## config.mk

```make
export PLATFORM = sky130hd
export DESIGN_NAME = spi_master_rx_ctrl
export DESIGN_NICKNAME = d
export VERILOG_FILES = /design/src/rtl/spi_pkg.sv /design/src/rtl/spi_rx_byte_packer.sv /design/src/rtl/spi_master_rx_ctrl.sv
export SDC_FILE = /design/constraint.sdc
export NUM_CORES = 1
export LEC_CHECK = 0
export BUFFER_PORTS_ARGS = -buffer_cell sky130_fd_sc_hd__buf_4
export CORE_ASPECT_RATIO = 0.9
export CORE_MARGIN = 2
export CORE_UTILIZATION = 35
export DETAILED_ROUTE_END_ITERATION = 10
export SLEW_MARGIN = 20
export SYNTH_ARGS = -nofsm -noshare
export SYNTH_HDL_FRONTEND = slang
export SYNTH_SLANG_ARGS = --single-unit
```

## constraint.sdc

```tcl
create_clock -name clk -period 1.9 [get_ports clk]
set_input_delay 0.095 -clock clk [delete_from_list [all_inputs] [get_ports clk]]
set_output_delay 0.095 -clock clk [all_outputs]
set_load 0.01 [all_outputs]
```

## src/rtl/spi_pkg.sv

```systemverilog
`default_nettype none
// ============================================================================
//  Module      : spi_pkg
//  Description : Constants and types shared by the SPI master TX and RX
//                control paths. Holds the default byte width, the pending
//                slot state encoding used by the RX controller, and
//                common SPI mode defaults used by the TX controller.
//  Revision    : 1.0  initial release
// ============================================================================
package spi_pkg;

    // Default SPI byte width (must match the SPI master core data width)
    localparam int c_spi_data_width     = 8;

    // Largest supported number of bytes packed into one RX FIFO word
    localparam int c_spi_max_pack_bytes = 8;

    // SPI mode defaults shared with the TX controller
    localparam logic c_spi_cpol_default = 1'b0;
    localparam logic c_spi_cpha_default = 1'b0;

    // Width of the SPI serial clock divider used by the TX controller
    localparam int c_spi_clk_div_width  = 8;

    // Pending slot state of the RX controller
    typedef enum logic [0:0] {
        P_EMPTY = 1'b0,
        P_FULL  = 1'b1
    } pend_state_t;

endpackage
`default_nettype wire

```

## src/rtl/spi_rx_byte_packer.sv

```systemverilog
`default_nettype none
// ============================================================================
//  Module      : spi_rx_byte_packer
//  Description : Packs consecutive received SPI bytes into one word. The
//                first byte lands in the LSBs. A word completes when its
//                last byte arrives or when flush is seen with at least one
//                byte collected; missing bytes are zero.
//                o_word_done is a combinational pulse in the cycle the
//                completing byte/flush is presented, with o_word valid in
//                that same cycle.
//  Ports       : clk, rst      clock, synchronous active-high reset
//                i_valid       one received byte this cycle
//                i_data        received byte
//                i_flush       complete a partial word now
//                o_word_done   word complete this cycle
//                o_word        completed word (valid with o_word_done)
//                o_busy        partial word held in the accumulator
//  Revision    : 1.0  initial release
// ============================================================================
module spi_rx_byte_packer
    import spi_pkg::*;
#(
    parameter int DATA_WIDTH = c_spi_data_width,
    parameter int PACK_BYTES = 4,
    localparam int WORD_WIDTH = DATA_WIDTH * PACK_BYTES
) (
    input  logic                  clk,
    input  logic                  rst,
    input  logic                  i_valid,
    input  logic [DATA_WIDTH-1:0] i_data,
    input  logic                  i_flush,
    output logic                  o_word_done,
    output logic [WORD_WIDTH-1:0] o_word,
    output logic                  o_busy
);

    localparam int IDX_W = (PACK_BYTES > 1) ? $clog2(PACK_BYTES) : 1;
    localparam logic [IDX_W-1:0] c_last_idx = IDX_W'(PACK_BYTES - 1);

    logic [IDX_W-1:0]      r_idx;
    logic [WORD_WIDTH-1:0] r_acc;
    logic [IDX_W-1:0]      w_idx_next;
    logic [WORD_WIDTH-1:0] w_merged;
    logic                  w_done;

    // The accumulator is cleared after every completed word, so all byte
    // lanes at or above r_idx are already zero: this is the flush padding.
    always_comb begin
        w_merged = r_acc;
        for (int k = 0; k < PACK_BYTES; k++) begin
            if (i_valid && (r_idx == IDX_W'(k))) begin
                w_merged[k*DATA_WIDTH +: DATA_WIDTH] = i_data;
            end
        end
    end

    // Flush completes the word if any byte is held, counting a byte that
    // arrives in the same cycle.
    always_comb begin
        w_done = (i_valid && (r_idx == c_last_idx)) ||
                 (i_flush && (i_valid || (r_idx != '0)));
        if (w_done) begin
            w_idx_next = '0;
        end else if (i_valid) begin
            w_idx_next = r_idx + IDX_W'(1);
        end else begin
            w_idx_next = r_idx;
        end
    end

    always_ff @(posedge clk) begin
        if (rst) begin
            r_idx <= '0;
            r_acc <= '0;
        end else begin
            r_idx <= w_idx_next;
            r_acc <= w_done ? '0 : w_merged;
        end
    end

    assign o_word_done = w_done;
    assign o_word      = w_merged;
    assign o_busy      = (r_idx != '0);

endmodule
`default_nettype wire

```

## src/rtl/spi_master_rx_ctrl.sv

```systemverilog
`default_nettype none
// ============================================================================
//  Module      : spi_master_rx_ctrl
//  Description : SPI master receive control path. Packs received bytes into
//                FIFO words, buffers one completed word in a pending slot
//                against a full FIFO, and reports dropped words through a
//                sticky overflow flag and a saturating drop counter.
//  Ports       : clk, rst            clock, synchronous active-high reset
//                spi_rx_data_valid   one received byte this cycle
//                spi_rx_data         received byte
//                flush               emit a partially packed word
//                overflow_clr        clear the sticky overflow flag
//                fifo_full           RX FIFO full
//                fifo_write_en       FIFO write strobe
//                fifo_write_data     FIFO write data (zero when idle)
//                overflow            sticky: at least one word dropped
//                drop_count          dropped words, saturating
//                rx_busy             partial or pending word held
//  Revision    : 1.0  initial release
// ============================================================================
module spi_master_rx_ctrl
    import spi_pkg::*;
#(
    parameter int DATA_WIDTH     = c_spi_data_width,
    parameter int PACK_BYTES     = 4,
    parameter int DROP_CNT_WIDTH = 16,
    localparam int FIFO_WIDTH    = DATA_WIDTH * PACK_BYTES
) (
    input  logic                      clk,
    input  logic                      rst,
    input  logic                      spi_rx_data_valid,
    input  logic [DATA_WIDTH-1:0]     spi_rx_data,
    input  logic                      flush,
    input  logic                      overflow_clr,
    input  logic                      fifo_full,
    output logic                      fifo_write_en,
    output logic [FIFO_WIDTH-1:0]     fifo_write_data,
    output logic                      overflow,
    output logic [DROP_CNT_WIDTH-1:0] drop_count,
    output logic                      rx_busy
);

    logic                      w_word_done;
    logic [FIFO_WIDTH-1:0]     w_word;
    logic                      w_pack_busy;

    pend_state_t               r_state;
    pend_state_t               w_state_next;
    logic [FIFO_WIDTH-1:0]     r_pend;
    logic [FIFO_WIDTH-1:0]     w_pend_next;
    logic                      w_drain;
    logic                      w_drop;
    logic                      r_overflow;
    logic [DROP_CNT_WIDTH-1:0] r_drop_count;

    spi_rx_byte_packer #(
        .DATA_WIDTH (DATA_WIDTH),
        .PACK_BYTES (PACK_BYTES)
    ) u_packer (
        .clk         (clk),
        .rst         (rst),
        .i_valid     (spi_rx_data_valid),
        .i_data      (spi_rx_data),
        .i_flush     (flush),
        .o_word_done (w_word_done),
        .o_word      (w_word),
        .o_busy      (w_pack_busy)
    );

    assign w_drain = (r_state == P_FULL) && !fifo_full;

    // Pending slot: a completed word is accepted when the slot is empty or
    // is being written to the FIFO in this same cycle; otherwise it drops.
    always_comb begin
        w_state_next = r_state;
        w_pend_next  = r_pend;
        w_drop       = 1'b0;
        case (r_state)
            P_EMPTY: begin
                if (w_word_done) begin
                    w_state_next = P_FULL;
                    w_pend_next  = w_word;
                end
            end
            P_FULL: begin
                if (w_drain) begin
                    if (w_word_done) begin
                        w_state_next = P_FULL;
                        w_pend_next  = w_word;
                    end else begin
                        w_state_next = P_EMPTY;
                    end
                end else if (w_word_done) begin
                    w_drop = 1'b1;
                end
            end
        endcase
    end

    always_ff @(posedge clk) begin
        if (rst) begin
            r_state <= P_EMPTY;
            r_pend  <= '0;
        end else begin
            r_state <= w_state_next;
            r_pend  <= w_pend_next;
        end
    end

    // A drop in the same cycle as overflow_clr leaves the flag set.
    always_ff @(posedge clk) begin
        if (rst) begin
            r_overflow   <= 1'b0;
            r_drop_count <= '0;
        end else begin
            if (w_drop) begin
                r_overflow <= 1'b1;
            end else if (overflow_clr) begin
                r_overflow <= 1'b0;
            end
            if (w_drop && (r_drop_count != '1)) begin
                r_drop_count <= r_drop_count + DROP_CNT_WIDTH'(1);
            end
        end
    end

    assign fifo_write_en   = w_drain;
    assign fifo_write_data = w_drain ? r_pend : '0;
    assign overflow        = r_overflow;
    assign drop_count      = r_drop_count;
    assign rx_busy         = w_pack_busy || (r_state == P_FULL);

endmodule
`default_nettype wire

```

==> metrics.yaml <==
run_status:
  outcome: "complete, no violations"
grt:
  antenna_found_initial: 0
  grt_overflow: 0
  grt_max_degree: 53
  grtUsageTotal: 0.163
  first_global_vias: 2725
  grt_pass1_wl_um: 13400
worst_setup_path:
  endpoint_kind: "register"
  crit_required_ns: 2.19
  crit_path_start_kind: "register"
  arrival_ns: 2.15
  path_max_fanout: 5
  path_class: "register to register"
  ff2ff_path_depth: 7
layout:
  final_nets: 479
  diodes: 0
  nFillCells: 950
  multi_input_area_um2: 1770
  syn2layout_area_growth_pct: 32.7
  stdcell_count: 590
  fin_area_um2: 4600
  regArea_um2: 1690
  drive_gt1_frac: 0.284
clocking:
  clock_sinks: 84
  cts-root-buf: "clkbuf_8"
  cts_buffers: 9
  clkTransAtPathRegs_ns: 0.10
  clock_latency_ns: 0.37
  cts.htree.levels: 3
  clockBufferDepth: 2
  cts_tree: "done"
synth:
  yosysUniqueCellTypes: 36
  synth_area_leader_cell: "dfxtp_1"
  ys_warn_count: 0
  synth-xor-area-share: 0.00253
  post_synth_fa_ha_maj_area_fraction: 0.0181
  synth-compound-area-share: 0.145
  syn_area_per_cell_um2: 9.26
  synth-simple-area-share: 0.222
  synth_top_area_share: 0.486
  synth_area_leaders: "dfxtp_1 (49%), mux2i_1 (9.5%), nor2_1 (7.7%)"
  syn_area_um2: 3460
  yosysSeqAreaShare: 0.486
  syn_inst: 374
  synth-seq-cells: 84
  synth_top_family_by_area: "simple AND/OR/NAND/NOR gates"
  synthMuxAreaShare: 0.0986
  synth_nets: 393
detailed_routing:
  route.detailed.drc: 0
  vias: 2949
  ant_nets: 0
  avgViaCountPerCell: 5.00
  drt-total-wl_um: 8500
  post_drt_wl_per_cell_um: 14.4
  drt-pass1-iter-count: 4
  drtIter0Drc: 111
die:
  die-area_um2: 10700
  io_pins: 65
  rows: 34
  chipHeight_um: 98.4
  die_x_um: 109
  start_util: 0.359
  core_um2: 9660
timing:
  fin_crit_sh: 0.977
  setup_viol: 0
  setup_tns_ns: 0
  tightestPinTransition_ns: 0.587
  rsz0062_at_grt: "yes"
  min_period_ns: 1.86
  relSlewSlack: 0.609
  fin_worst_skew_ns: 0.0141
  maxSlewViolCount: 0
  hold_viol: 0
  fmax_mhz: 539
placement:
  dp_cells: 564
  dp_hpwl_um: 5510
  port_buffers: 64
  gp_congestion: 0.789
  place_area_um2: 4230
worst_hold_path:
  min_path_cells: 3
  min_path_type: "input pin to register"
pwr:
  p_leak_nw: 1.98
  p_per_area_nw_per_um2: 788
  irDropWorstVdd_mv: 0.404
  totalPowerFinal_w: 0.00362
run:
  max_cap_violations: 0
## power breakdown
group          leakage, nW  switching, W  total, W  internal (W)
Sequential           0.685     0.0000389   0.00189       0.00185
Combinational         1.20      0.000247  0.000452      0.000206
Clock               0.0923      0.000674   0.00128      0.000611
## flip-flops by register name, summed over array words and instances (netlist names)
signal and cells:
overflow 1, u_packer.r_acc 32, drop_count 16, r_state 1, u_packer.r_idx 2, r_pend 32
## routing by layer
metal,up-vias,global-route usage,share of wire
li1,1493,-,-
met1,1403,0.219,0.48
met2,42,0.251,0.47
met3,11,0.0367,0.030
met4,0,0.0661,0.017
met5,-,0,0
## cells by family after synthesis
group | count (synthesis)
muxes | 34
and+or+nand+nor | 154
DFF | 84
xor gates and xnor gates | 1
buffers and inverters | 25
adders and majority gates | 5
AOI/OAI and AO/OA | 71
## final timing paths
check	startpoint	slack (ns)	endpoint
max	u_packer.r_idx[0]$_SDFFE_PP0P_	0.04	drop_count[13]$_SDFFE_PP0P_
min	spi_rx_data[5]	0.04	u_packer.r_acc[13]$_SDFF_PP0_
max reg2reg	u_packer.r_idx[0]$_SDFFE_PP0P_	0.04	drop_count[13]$_SDFFE_PP0P_
min reg2reg	overflow$_SDFFE_PP0P_	0.48	overflow$_SDFFE_PP0P_
## cell usage after synthesis
cell type,instances
a31oi_1,1
dfxtp_1,84
mux2i_1,33
o211ai_1,1
a211oi_1,33
xnor2_1,1
a21oi_1,15
nand3_1,4
nor2b_1,3
nor4_1,2
ha_1,5
o21a_1,1
o21ai_0,5
o21ai_4,1
nand2b_2,1
and2_1,34
buf_4,1
a21oi_2,1
and4_1,1
nand2b_1,2
nand2_1,11
a2111oi_0,1
and3_1,4
or3_1,5
nor3_1,2
or3b_2,1
or4_1,8
buf_2,1
mux2_2,1
nand4_1,5
clkbuf_1,20
inv_1,3
a211o_1,1
a2111o_1,2
nor2_1,71
o31ai_1,9
## stage by stage
step | util | hold WS, ns | setup slack, ns
2_1_floorplan | - | 0.259 | 0.00195
3_3_place_gp | 0.438 | 0.370 | -0.00366
3_5_place_dp | 0.438 | 0.364 | -0.0872
4_1_cts | 0.466 | 0.0340 | 0.00166
5_1_grt | 0.476 | 0.0408 | -0.0342
6_report | 0.476 | 0.0374 | 0.0437
## critical path, cell delays in order (launching register included)
cell and delay, ns:
dfxtp_2 0.36, inv_2 0.06, ha_4 0.15, nand2b_4 0.14
buf_6 0.12, a211o_4 0.34, or4_4 0.49, a21oi_2 0.14
## timing repair
action                                  4_1_cts  5_1_grt
endpoints found under the hold margin         1        0
cloned                                        0        0
buffers inserted                              5        5
hold buffers                                  1        0
gates resized for setup                       6       15
pin swaps                                     5       11
endpoints found under the setup margin        5       14
## layout make-up
cell class,instances,share of cell area
tap,126,0.0343
multi-input combinational,265,0.385
clock buffer,9,0.0269
inverter,3,0.00299
sequential,84,0.367
clock inverter,6,0.0155
timing repair buffer,97,0.168
## placed cells by master, fill, tap and decap left out, drive strengths merged, types with 2 or more instances in the layout
cell and n:
a211oi 33, nand3 4, and3 4, o31ai 9
dfxtp 84, nor2 71, or4 8, nor4 2
nand2 11, nor3 2, nor2b 3, buf 96
or3 5, clkbuf 9, ha 5, clkinvlp 2
mux2i 33, o21ai 6, a21oi 16, and2 34
nand2b 3, nand4 5, a2111o 2, inv 5
No activity file was read; power rests on OpenSTA's default activity.
